[src/rtl/multicycle_ctrl.sv]
// multicycle_ctrl: multicycle MIPS control FSM with memory handshake, retire counter and traps
//  Ports: clk, rst (sync, active-high); opcode/funct from IR; zero from ALU; mem_ready from memory.
//   Controls: pc_write, ir_write, mem_read, mem_write, iord, reg_write, mem_to_reg, reg_dst,
//   alu_src_a, alu_src_b[1:0], alu_op[2:0], pc_source[1:0].
//   Status: state[3:0] (debug), illegal/timeout (sticky traps), instr_count[CNT_W-1:0].
module multicycle_ctrl #(
    parameter int CNT_W    = 32,
    parameter int WAIT_MAX = 16
) (
    input  logic             clk,
    input  logic             rst,
    input  logic [5:0]       opcode,
    input  logic [5:0]       funct,
    input  logic             zero,
    input  logic             mem_ready,
    output logic             pc_write,
    output logic             ir_write,
    output logic             mem_read,
    output logic             mem_write,
    output logic             iord,
    output logic             reg_write,
    output logic             mem_to_reg,
    output logic             reg_dst,
    output logic             alu_src_a,
    output logic [1:0]       alu_src_b,
    output logic [2:0]       alu_op,
    output logic [1:0]       pc_source,
    output logic [3:0]       state,
    output logic             illegal,
    output logic             timeout,
    output logic [CNT_W-1:0] instr_count
);
    typedef enum logic [3:0] {
        FETCH  = 4'd0,
        DECODE = 4'd1,
        MEMADR = 4'd2,
        MEMRD  = 4'd3,
        MEMWB  = 4'd4,
        MEMWR  = 4'd5,
        EXEC   = 4'd6,
        RWB    = 4'd7,
        BRANCH = 4'd8,
        ADDIEX = 4'd9,
        ADDIWB = 4'd10,
        JUMP   = 4'd11,
        TRAP   = 4'd12
    } state_t;

    localparam int WW = $clog2(WAIT_MAX + 2);

    state_t stateQ, nextState;
    logic [WW-1:0] waitCnt;
    logic retire, setIllegal, setTimeout, waitExpired, legalFunct, isMem;

    assign state = stateQ;
    // The current cycle is the last allowed waiting cycle; a low mem_ready now means timeout.
    assign waitExpired = (WAIT_MAX != 0) && (waitCnt == WW'(WAIT_MAX - 1));
    assign legalFunct = funct inside {6'h20, 6'h22, 6'h24, 6'h25, 6'h2A};
    assign isMem = stateQ inside {FETCH, MEMRD, MEMWR};

    always_ff @(posedge clk) begin
        if (rst) begin
            stateQ      <= FETCH;
            instr_count <= '0;
            illegal     <= 1'b0;
            timeout     <= 1'b0;
            waitCnt     <= '0;
        end else begin
            stateQ <= nextState;
            if (retire) instr_count <= instr_count + CNT_W'(1);
            if (setIllegal) illegal <= 1'b1;
            if (setTimeout) timeout <= 1'b1;
            // Any state change clears the count, so each wait state starts fresh on entry.
            waitCnt <= (nextState != stateQ) ? '0 : (isMem && !mem_ready) ? waitCnt + WW'(1) : waitCnt;
        end
    end

    always_comb begin
        nextState  = stateQ;
        retire     = 1'b0;
        setIllegal = 1'b0;
        setTimeout = 1'b0;
        pc_write   = 1'b0;
        ir_write   = 1'b0;
        mem_read   = 1'b0;
        mem_write  = 1'b0;
        iord       = 1'b0;
        reg_write  = 1'b0;
        mem_to_reg = 1'b0;
        reg_dst    = 1'b0;
        alu_src_a  = 1'b0;
        alu_src_b  = 2'd0;
        alu_op     = 3'd0;
        pc_source  = 2'd0;
        case (stateQ)
            FETCH: begin
                mem_read  = 1'b1;
                alu_src_b = 2'd1;
                ir_write  = mem_ready;
                pc_write  = mem_ready;
                if (mem_ready) nextState = DECODE;
                else if (waitExpired) begin
                    nextState  = TRAP;
                    setTimeout = 1'b1;
                end
            end
            DECODE: begin
                alu_src_b = 2'd3;
                if (opcode == 6'h23 || opcode == 6'h2B) nextState = MEMADR;
                else if (opcode == 6'h00 && legalFunct) nextState = EXEC;
                else if (opcode == 6'h04) nextState = BRANCH;
                else if (opcode == 6'h08) nextState = ADDIEX;
                else if (opcode == 6'h02) nextState = JUMP;
                else begin
                    nextState  = TRAP;
                    setIllegal = 1'b1;
                end
            end
            MEMADR: begin
                alu_src_a = 1'b1;
                alu_src_b = 2'd2;
                if (opcode == 6'h23) nextState = MEMRD;
                else if (opcode == 6'h2B) nextState = MEMWR;
                else begin
                    nextState  = TRAP;
                    setIllegal = 1'b1;
                end
            end
            MEMRD: begin
                mem_read = 1'b1;
                iord     = 1'b1;
                if (mem_ready) nextState = MEMWB;
                else if (waitExpired) begin
                    nextState  = TRAP;
                    setTimeout = 1'b1;
                end
            end
            MEMWB: begin
                reg_write  = 1'b1;
                mem_to_reg = 1'b1;
                nextState  = FETCH;
                retire     = 1'b1;
            end
            MEMWR: begin
                mem_write = 1'b1;
                iord      = 1'b1;
                if (mem_ready) begin
                    nextState = FETCH;
                    retire    = 1'b1;
                end else if (waitExpired) begin
                    nextState  = TRAP;
                    setTimeout = 1'b1;
                end
            end
            EXEC: begin
                alu_src_a = 1'b1;
                alu_op    = (funct == 6'h22) ? 3'd1 : (funct == 6'h24) ? 3'd2 :
                            (funct == 6'h25) ? 3'd3 : (funct == 6'h2A) ? 3'd4 : 3'd0;
                nextState = RWB;
            end
            RWB: begin
                reg_write = 1'b1;
                reg_dst   = 1'b1;
                nextState = FETCH;
                retire    = 1'b1;
            end
            BRANCH: begin
                alu_src_a = 1'b1;
                alu_op    = 3'd1;
                pc_source = 2'd1;
                pc_write  = zero;
                nextState = FETCH;
                retire    = 1'b1;
            end
            ADDIEX: begin
                alu_src_a = 1'b1;
                alu_src_b = 2'd2;
                nextState = ADDIWB;
            end
            ADDIWB: begin
                reg_write = 1'b1;
                nextState = FETCH;
                retire    = 1'b1;
            end
            JUMP: begin
                pc_source = 2'd2;
                pc_write  = 1'b1;
                nextState = FETCH;
                retire    = 1'b1;
            end
            TRAP: nextState = TRAP;
            default: begin
                nextState  = TRAP;
                setIllegal = 1'b1;
            end
        endcase
        // Reset overrides everything so no write can slip out during the reset cycle.
        if (rst) begin
            {pc_write, ir_write, mem_read, mem_write, iord, reg_write, mem_to_reg, reg_dst} = 8'd0;
            {alu_src_a, alu_src_b, alu_op, pc_source} = 8'd0;
        end
    end
endmodule
[config.mk]
export PLATFORM = sky130hd
export DESIGN_NAME = multicycle_ctrl
export DESIGN_NICKNAME = d
export VERILOG_FILES = /design/src/rtl/multicycle_ctrl.sv
export SDC_FILE = /design/constraint.sdc
export NUM_CORES = 1
export LEC_CHECK = 0
export ABC_AREA = 1
export CAP_MARGIN = 10
export CORE_MARGIN = 3
export CORE_UTILIZATION = 45
export DETAILED_ROUTE_END_ITERATION = 16
export PLACE_DENSITY = 0.73
export SETUP_SLACK_MARGIN = 0.2
export SKIP_CTS_REPAIR_TIMING = 1
export SYNTH_ARGS = -nofsm -noshare
export SYNTH_HDL_FRONTEND = slang
export SYNTH_SLANG_ARGS = --single-unit
[constraint.sdc]
create_clock -name clk -period 2.3 [get_ports clk]
set_input_delay 0.345 -clock clk [delete_from_list [all_inputs] [get_ports clk]]
set_output_delay 0.345 -clock clk [all_outputs]
set_load 0.005 [all_outputs]
==> results.sh <==
export IMPL_clk_path_buf_depth=2
export IMPL_worstHoldStart="timeout$_SDFFE_PP0P_"
export IMPL_finClkSkew_ns=0.0110
export IMPL_nNetsFinal=604
export IMPL_cts_buffers=5
export IMPL_root_buffer="clkbuf_8"
export IMPL_period_minus_slack_ns=2.25
export IMPL_powerDensity_nw_per_um2=442
export IMPL_worstMarginPinSlew_ns=0.414
export IMPL_post_dp_cell_area_um2=3830
export IMPL_synth_edff_count=0
export IMPL_drv_slew=0
export IMPL_drc=0
export IMPL_fin_crit_sh=0.979
export IMPL_antenna_found_initial=0
export IMPL_tns_ns=0
export IMPL_vias=3501
export IMPL_via_per_inst=5.28
export IMPL_setup_slack_ns=0.0472
export IMPL_critPathArrivalTime_ns=1.91
export IMPL_globalplace_congestion=0.933
export IMPL_design_area_um2=4130
export IMPL_yosys_area_top_type="dfxtp_1"
export IMPL_dp_cells=650
export IMPL_synth_top_cell_area_share=0.286
export IMPL_yosysUniqueCellTypes=34
export IMPL_layoutNonFillerInstCount=663
export IMPL_row_count=29
export IMPL_grt_pass1_wl_mm=15.0
export IMPL_synth_net_count=522
export IMPL_synth_area_um2=3010
export IMPL_crit_buf_inv=4
export IMPL_syn_inst=503
export IMPL_critical_path_class="in -> out"
export IMPL_ys_top_cells_by_count="159 x nand2_1, 83 x nor2_1, 51 x inv_1"
export IMPL_crit_start="funct[1]"
export IMPL_core_area_um2=6420
export IMPL_fmax_ghz=0.444
export IMPL_pin_count=70
export IMPL_path_cells="clkdlybuf4s50_1 > nor2_1 > nand3_2 > nor2_4 > buf_4 > buf_4 > clkdlybuf4s50_1"
export IMPL_firstDrtPassIters=5
export IMPL_leakage_nw=1.77
export IMPL_outcome="finished clean"
export IMPL_cp_top_family="buffers and inverters"
export IMPL_die_h_um=87.8
export IMPL_cts_tree="done"
export IMPL_grt_max_degree=25
export IMPL_synth_most_common_cell="nand2_1"
export IMPL_critPathSlowestCell="clkdlybuf4s50_1"
export IMPL_rsz0062_at_grt="yes"
export IMPL_synth_seq_cells=43
export IMPL_drtIter0Drc=209
export IMPL_critPathMaxFanout=3
export IMPL_start_util=0.468
export IMPL_num_antenna_cells=0
export IMPL_dp_worst_setup_slack_ns=0.0352
export IMPL_h_tree_depth=2
export IMPL_finalSetupViolations=0
export IMPL_syn_area_per_cell_um2=5.98
export IMPL_clock_latency_ns=0.30
export IMPL_ir_drop_uv=339
export IMPL_layout_drive_gt1_share=0.125
export IMPL_overflow=0
export IMPL_wl_mm=9.16
export IMPL_yosys_top_cells_area="dfxtp_1 29%, nand2_1 20%, nor2_1 10%"
export IMPL_relSlewSlack=0.722
export IMPL_hold_path_class="reg -> reg"
export IMPL_required_ns=1.96
export IMPL_finalHoldViolCount=0
export IMPL_grt_pass1_vias=3215
export IMPL_final_core_util=0.643
export IMPL_antenna_left=0
export IMPL_clock_sinks=43
export IMPL_r2r_start="state[2]$_SDFF_PP0_"
export IMPL_portBuffers=69
export IMPL_ys_seq_area_frac=0.286
export IMPL_clk_pin_slew_ns=0.08
export IMPL_area_delta_synth_final_pct=37.4
export IMPL_maxCapViolCount=0
export IMPL_worst_path_largest_cell_delay_ns=0.49
export IMPL_hpwl_mm=6.89
export IMPL_yosysWarningCount=0
export IMPL_wire_per_inst_um=13.8
export IMPL_grt_usage=0.243
export IMPL_cp_start_kind="input pin"
export IMPL_dieArea_um2=7700
export IMPL_die_w_um=87.8
export IMPL_async_flop_share=0
export IMPL_endpoint_kind="output port"
export IMPL_synthFlopType="dfxtp_1"
## layout make-up
class	count	area (um^2)
repair buffers	85	851
well taps	77	96.3
inverters	60	229
clock inverters	2	35.0
fillers	612	2290
clock buffers	6	82.6
multi-input cells	390	1960
flip-flops and latches	43	873
## kinds of logic (layout without fill, tap and decap cells)
family	count (synthesis)	after routing	share of synthesized area
AND/OR/NAND/NOR	321	321	0.468
flip-flops	43	43	0.286
AO/OA/AOI/OAI	47	47	0.0836
buffers and inverters	70	153	0.0944
multiplexers	1	1	0.00333
XOR/XNOR	18	18	0.0524
adder cells (fa/ha/maj)	3	3	0.0125
## metal layers
layer  part of all wire  vias to the layer above  global-route usage  routed length [um]
met5                  0                        -                   0                   0
met4              0.019                        0              0.0725                 172
met3              0.065                       19              0.0442                 592
met2               0.48                      134               0.409                4440
met1               0.43                     1596               0.315                3960
li1                   -                     1752                   -                   -
## final timing paths
kind | end | cells after the start | slack (ns)
worst max-delay path | alu_op[1] | 7 | 0.05
worst min-delay path | timeout$_SDFFE_PP0P_ | 2 | 0.46
worst max register to register | waitCnt[4]$_SDFFE_PP0P_ | 12 | 0.39
worst min register to register | timeout$_SDFFE_PP0P_ | 2 | 0.46
## layout by cell type, fill, tap and decap left out, drive strengths merged, types with 2 or more instances in the layout
master and n:
nand2 166, nor2 89, clkdlybuf4s50 61, inv 59, dfxtp 43, a21oi 32
nor3 25, nand3 23, buf 16, xor2 15, dlymetal6s2s 8, o21ai 8
nand3b 6, clkbuf 6, nand4 5, nor3b 5, o211ai 3, xnor2 3
ha 3, a31oi 2, clkinv 2, nor4 2
## worst reg2reg max path: stages, from the launching register on
cell	delay, ns
dfxtp_4	0.35
inv_2	0.07
nor2_4	0.21
buf_6	0.13
nand2_4	0.08
nor2_2	0.12
nor3_2	0.06
nand2_4	0.15
clkinv_2	0.27
nand2_1	0.17
nor2_2	0.04
nand2_2	0.11
nor2_1	0.05
## per-stage QoR
| step | power (W) | hold WS (ns) |
|---|---|---|
| floorplan | 0.00102 | 0.447 |
| global placement | 0.00118 | 0.454 |
| detailed placement | 0.00118 | 0.445 |
| CTS | 0.00180 | 0.464 |
| global route | 0.00191 | 0.509 |
| finish | 0.00183 | 0.462 |
## state kept, by name (all words and copies together), names as in the netlist
register and cells:
illegal 1, instr_count 32, state 4, timeout 1, waitCnt 5
## power breakdown
group	leakage [nW]	internal, W	switching (W)	total (W)
Clock	0.0612	0.000352	0.000274	0.000626
Sequential	0.350	0.000760	0.0000201	0.000781
Combinational	1.36	0.000175	0.000246	0.000421
Total	1.77	0.00129	0.000540	0.00183
Note: power is estimated with default switching activity, not from simulation.
==> RTL change 1, RTL diff (same flow settings) <==
`CNT_W`: 32 -> 28.
--- a/src/rtl/multicycle_ctrl.sv
+++ b/src/rtl/multicycle_ctrl.sv
@@ -4,7 +4,7 @@
 //   alu_src_a, alu_src_b[1:0], alu_op[2:0], pc_source[1:0].
 //   Status: state[3:0] (debug), illegal/timeout (sticky traps), instr_count[CNT_W-1:0].
 module multicycle_ctrl #(
-    parameter int CNT_W    = 32,
+    parameter int CNT_W    = 28,
     parameter int WAIT_MAX = 16
 ) (
     input  logic             clk,
Interface: changed (resized instr_count); port bits go from 70 to 66. The function was not compared with the original's and may differ.
==> RTL change 1 against the original RTL <==
  * Area after synthesis shrank 7.7%
  * Routed wire length down 14%
  * Setup slack lost 0.0033 ns
  * Sequential cell count is 4 lower
  * Highest routed layer unchanged
  * Hold slack worse by 0.0099 ns
  * Count of clock-buffer cells in the layout decreased by 1
  * Power shrank 10%
  * Final area is 8.9% lower
  * Critical path type unchanged
==> RTL change 1: results (changes against the original RTL) <==
outcome completed; max reg flops 28 (-13%); DP HPWL 6070 µm (-12%); overall global routing resource usage 0.219 (-0.0231); vias per inst 5.20 (-1.5%); Pleak 0.00168 µW (-4.6%); Placed Cells 582 (-10%); fill count 545 (-11%); largest net degree at the start of global routing 22 (-12%); Peak VDD IR 319 µV (-5.9%); initial antenna violation count 0 (unchanged); # diodes 0 (unchanged); PortBufs 65 (-5.8%); Routed met2 length 3970 µm (-10%); GR met1 Demand/Resource 0.255 (-0.0602); layout cells sized above 1 0.146 (+0.0213); Largest Register instr_count; crit path capture alu_op[0]; Fin Hold WS 0.452 ns (-0.00990 ns); critical path startpoint funct[0]; Max Fclk 443 MHz (-0.15%); met3 usage 0.0363 (-0.00790); Post-Place Cell Area 3530 µm² (-7.8%); Initial DRT Pass Iterations 4 (-1); Post-Synthesis Net Count 463 (-11%); switch share 0.339 (+0.0437); vias in the first global route 2948 (-8.3%); Starting DRT DRC Count 167 (-20%); critical path arrival 1.91 ns (about the same); Worst R2R Setup Slack 0.40 ns; Hold Startpoint timeout$_SDFFE_PP0P_; clock power share 0.306 (-0.037); P_comb 417 µW (-1%); Post-synth top cells nand2_1, nor2_1, inv_1; relative slew slack 0.715 (-0.00621); via count 3085 (-12%); crit path max-delay cell type clkdlybuf4s50_1; FF-to-FF path depth 14 (+2); Worst Skew 0.0161 ns (+0.00512 ns); Place WS 0.0449 ns (+0.00971 ns); R2R Path End waitCnt[1]$_SDFFE_PP0P_; sequential share of the synthesized area 0.281 (-0.00498); Pwr Density 435 nW/µm² (-1.7%); Min-Delay Endpoint timeout$_SDFFE_PP0P_; worst-path maximum fanout 2 (-1); ys flop type dfxtp_1; top routing layer in use met4; number of distinct library cells after synthesis 35 (+2.9%); nets@finish 539 (-11%); Syn Inst Count 444 (-12%); first-pass GRT wire length 13100 µm (-13%); DR WL met3 332 µm (-44%); Design Area, Final 3760 µm² (-8.9%); Reg clk slew, reported paths 0.08 ns (about the same); M2 GR Usage 0.387 (-0.0217); GP Congestion 0.927 (-0.61%); r2r startpoint waitCnt[1]$_SDFFE_PP0P_; Area contributors post-synth dfxtp_1, nand2_1, nor2_1; met1 WL 3280 µm (-17%); WL final 7870 µm (-14%)
==> RTL change 1: cell types whose count changed after synthesis, sizes merged, moves of 6 or more <==
| cell | before | now |
|---|---|---|
| nor3 | 25 | 19 |
| xor2 | 15 | 9 |
| xnor2 | 3 | 10 |
| nor2 | 89 | 77 |
| nand3b | 6 | 0 |
| nand3 | 23 | 38 |
| nand2 | 166 | 118 |
==> RTL change 1: cells by family after synthesis <==
kind of cell / share of synthesized area
flops: 0.281
compound gates: 0.0951
simple gates: 0.445
fa+ha+maj: 0.0135
buf+inv: 0.102
xor+xnor: 0.0599
mux: 0.00361
==> RTL change 1: final cells by class <==
cell class	instances	area [µm²]	area share
clock inverters	3	23.8	0.00631
inverters	58	223	0.0592
repair buffers	78	778	0.207
multi-input cells	338	1790	0.474
well taps	72	90.1	0.0239
flip-flops and latches	39	796	0.211
clock buffers	5	68.8	0.0183
==> RTL change 2, RTL diff (same flow settings) <==
Made on the original files. Put one more register stage on the output `instr_count`, cleared by the reset. The value now appears one clock later. The other outputs are not delayed to match.
--- a/src/rtl/multicycle_ctrl.sv
+++ b/src/rtl/multicycle_ctrl.sv
@@ -48,6 +48,8 @@
 
     localparam int WW = $clog2(WAIT_MAX + 2);
 
+    logic [CNT_W-1:0] instr_count_s0;
+
     state_t stateQ, nextState;
     logic [WW-1:0] waitCnt;
     logic retire, setIllegal, setTimeout, waitExpired, legalFunct, isMem;
@@ -61,13 +63,13 @@
     always_ff @(posedge clk) begin
         if (rst) begin
             stateQ      <= FETCH;
-            instr_count <= '0;
+            instr_count_s0 <= '0;
             illegal     <= 1'b0;
             timeout     <= 1'b0;
             waitCnt     <= '0;
         end else begin
             stateQ <= nextState;
-            if (retire) instr_count <= instr_count + CNT_W'(1);
+            if (retire) instr_count_s0 <= instr_count_s0 + CNT_W'(1);
             if (setIllegal) illegal <= 1'b1;
             if (setTimeout) timeout <= 1'b1;
             // Any state change clears the count, so each wait state starts fresh on entry.
@@ -200,4 +202,12 @@
             {alu_src_a, alu_src_b, alu_op, pc_source} = 8'd0;
         end
     end
+    always_ff @(posedge clk) begin
+        if (rst) begin
+            instr_count <= '0;
+        end else begin
+            instr_count <= instr_count_s0;
+        end
+    end
+
 endmodule
Function: changed (a bounded check fails within 4 cycles, from zero or initial values and one cycle with rst high).
==> RTL change 2 against the original RTL <==
  * Area after synthesis is 27% higher
  * Routed wire length is 11% higher
  * Sequential cell count is 32 higher
  * Register-to-register slack worse by 0.09 ns
  * Synthesized cell count is 13% higher
  * Power is 59% higher
  * Combinational power is 9.7% lower
  * Setup slack better by 0.029 ns
  * Sequential share of layout area is 8.9 points higher
  * Sequential power is 72% higher
  * Final area is 22% higher
  * Critical endpoint is now reg_write
==> RTL change 2: results (changes against the original RTL) <==
Worst R2R Setup Slack 0.30 ns (-0.09 ns); Hold Startpoint rst; nets@finish 671 (+11%); FF-to-FF path depth 15 (+3); Starting DRT DRC Count 184 (-12%); Syn Inst Count 567 (+13%); Pleak 0.00216 µW (+22%); number of distinct library cells after synthesis 32 (-5.9%); clock buffer count from CTS 9 (+4); first-pass GRT wire length 16500 µm (+9.6%); relative slew slack 0.712 (-0.00944); largest net degree at the start of global routing 32 (+28%); Fin Hold WS 0.375 ns (-0.0868 ns); outcome completed; GP Congestion 0.947 (+1.5%); critical path arrival 1.88 ns (-0.03 ns); sequential share of the synthesized area 0.394 (+0.108); DP HPWL 7230 µm (+5.0%); layout cells sized above 1 0.140 (+0.0155); M2 GR Usage 0.349 (-0.0597); Post-synth top cells nand2_1, nor2_1, inv_1; Area contributors post-synth dfxtp_1, nand2_1, nor2_1; clk_lat worst skew 0.36 ns (+0.06 ns); Min-Delay Endpoint state[1]$_SDFF_PP0_; r2r startpoint waitCnt[0]$_SDFFE_PP0P_; initial core utilization 0.479 (+0.0103); R2R Path End waitCnt[2]$_SDFFE_PP0P_; vias per inst 5.11 (-3.3%); drt wl/cell 13.3 µm (-3.5%); met3 usage 0.0664 (+0.0222)
[RTL change 2: metal layers]
metal	vias to the layer above	share of wire
met1	1765	0.43
met5	-	0
met3	23	0.055
met4	0	0.022
li1	1966	-
met2	123	0.49
[RTL change 2: how the worst max path moves through the flow]
stage | end | cells past startpoint | start | slack, ns
floorplan | waitCnt[1]$_SDFFE_PP0P_ | 15 | waitCnt[0]$_SDFFE_PP0P_ | 0.59
global placement | alu_op[0] | 8 | funct[5] | 0.1
detailed placement | alu_op[0] | 8 | funct[5] | -0.02
CTS | alu_op[0] | 10 | state[0]$_SDFF_PP0_ | -0.32
global route | ir_write | 7 | state[3]$_SDFF_PP0_ | -0.05
finish | reg_write | 7 | state[1]$_SDFF_PP0_ | 0.08
[RTL change 2: through the flow]
step	cell area (µm²)	setup TNS, ns	worst slack, ns	utilization
final	5040	0	0.0759	0.633
after global routing	5040	-0.0763	-0.0531	0.633
after CTS	4840	-0.820	-0.320	0.607
after detailed placement	4610	-0.0167	-0.0167	0.578
after global placement	4610	0	0.0958	0.578
after floorplan	3810	0	0.586	-
[RTL change 2: final cells by class]
class	count	area [µm²]
multi-input cells	397	2000
flip-flops and latches	75	1510
well taps	102	128
repair buffers	87	846
fillers	718	2930
clock inverters	6	95.1
clock buffers	10	138
inverters	82	315
[RTL change 2: logic make-up after synthesis]
| family | share of synthesized area |
|---|---|
| and+or+nand+nor | 0.359 |
| buffers and inverters | 0.103 |
| DFF | 0.394 |
| AOI/OAI and AO/OA | 0.0860 |
| xor gates and xnor gates | 0.0459 |
| adders and majority gates | 0.00984 |
| muxes | 0.00262 |
[RTL change 2: critical path, stage by stage (launching register included)]
cell and delay [ns]:
dfxtp_2 0.35, buf_6 0.14, inv_1 0.13, nand2_2 0.10, a21oi_2 0.14, o21ai_0 0.09
inv_1 0.06, clkdlybuf4s50_1 0.51
[RTL change 2: where the power goes]
| group | switching [µW] | internal (µW) | total (µW) | leakage, µW |
|---|---|---|---|---|
| sequential | 18.9 | 1320 | 1340 | 0.000608 |
| clock | 538 | 652 | 1190 | 0.000117 |
| combinational | 234 | 146 | 380 | 0.00143 |
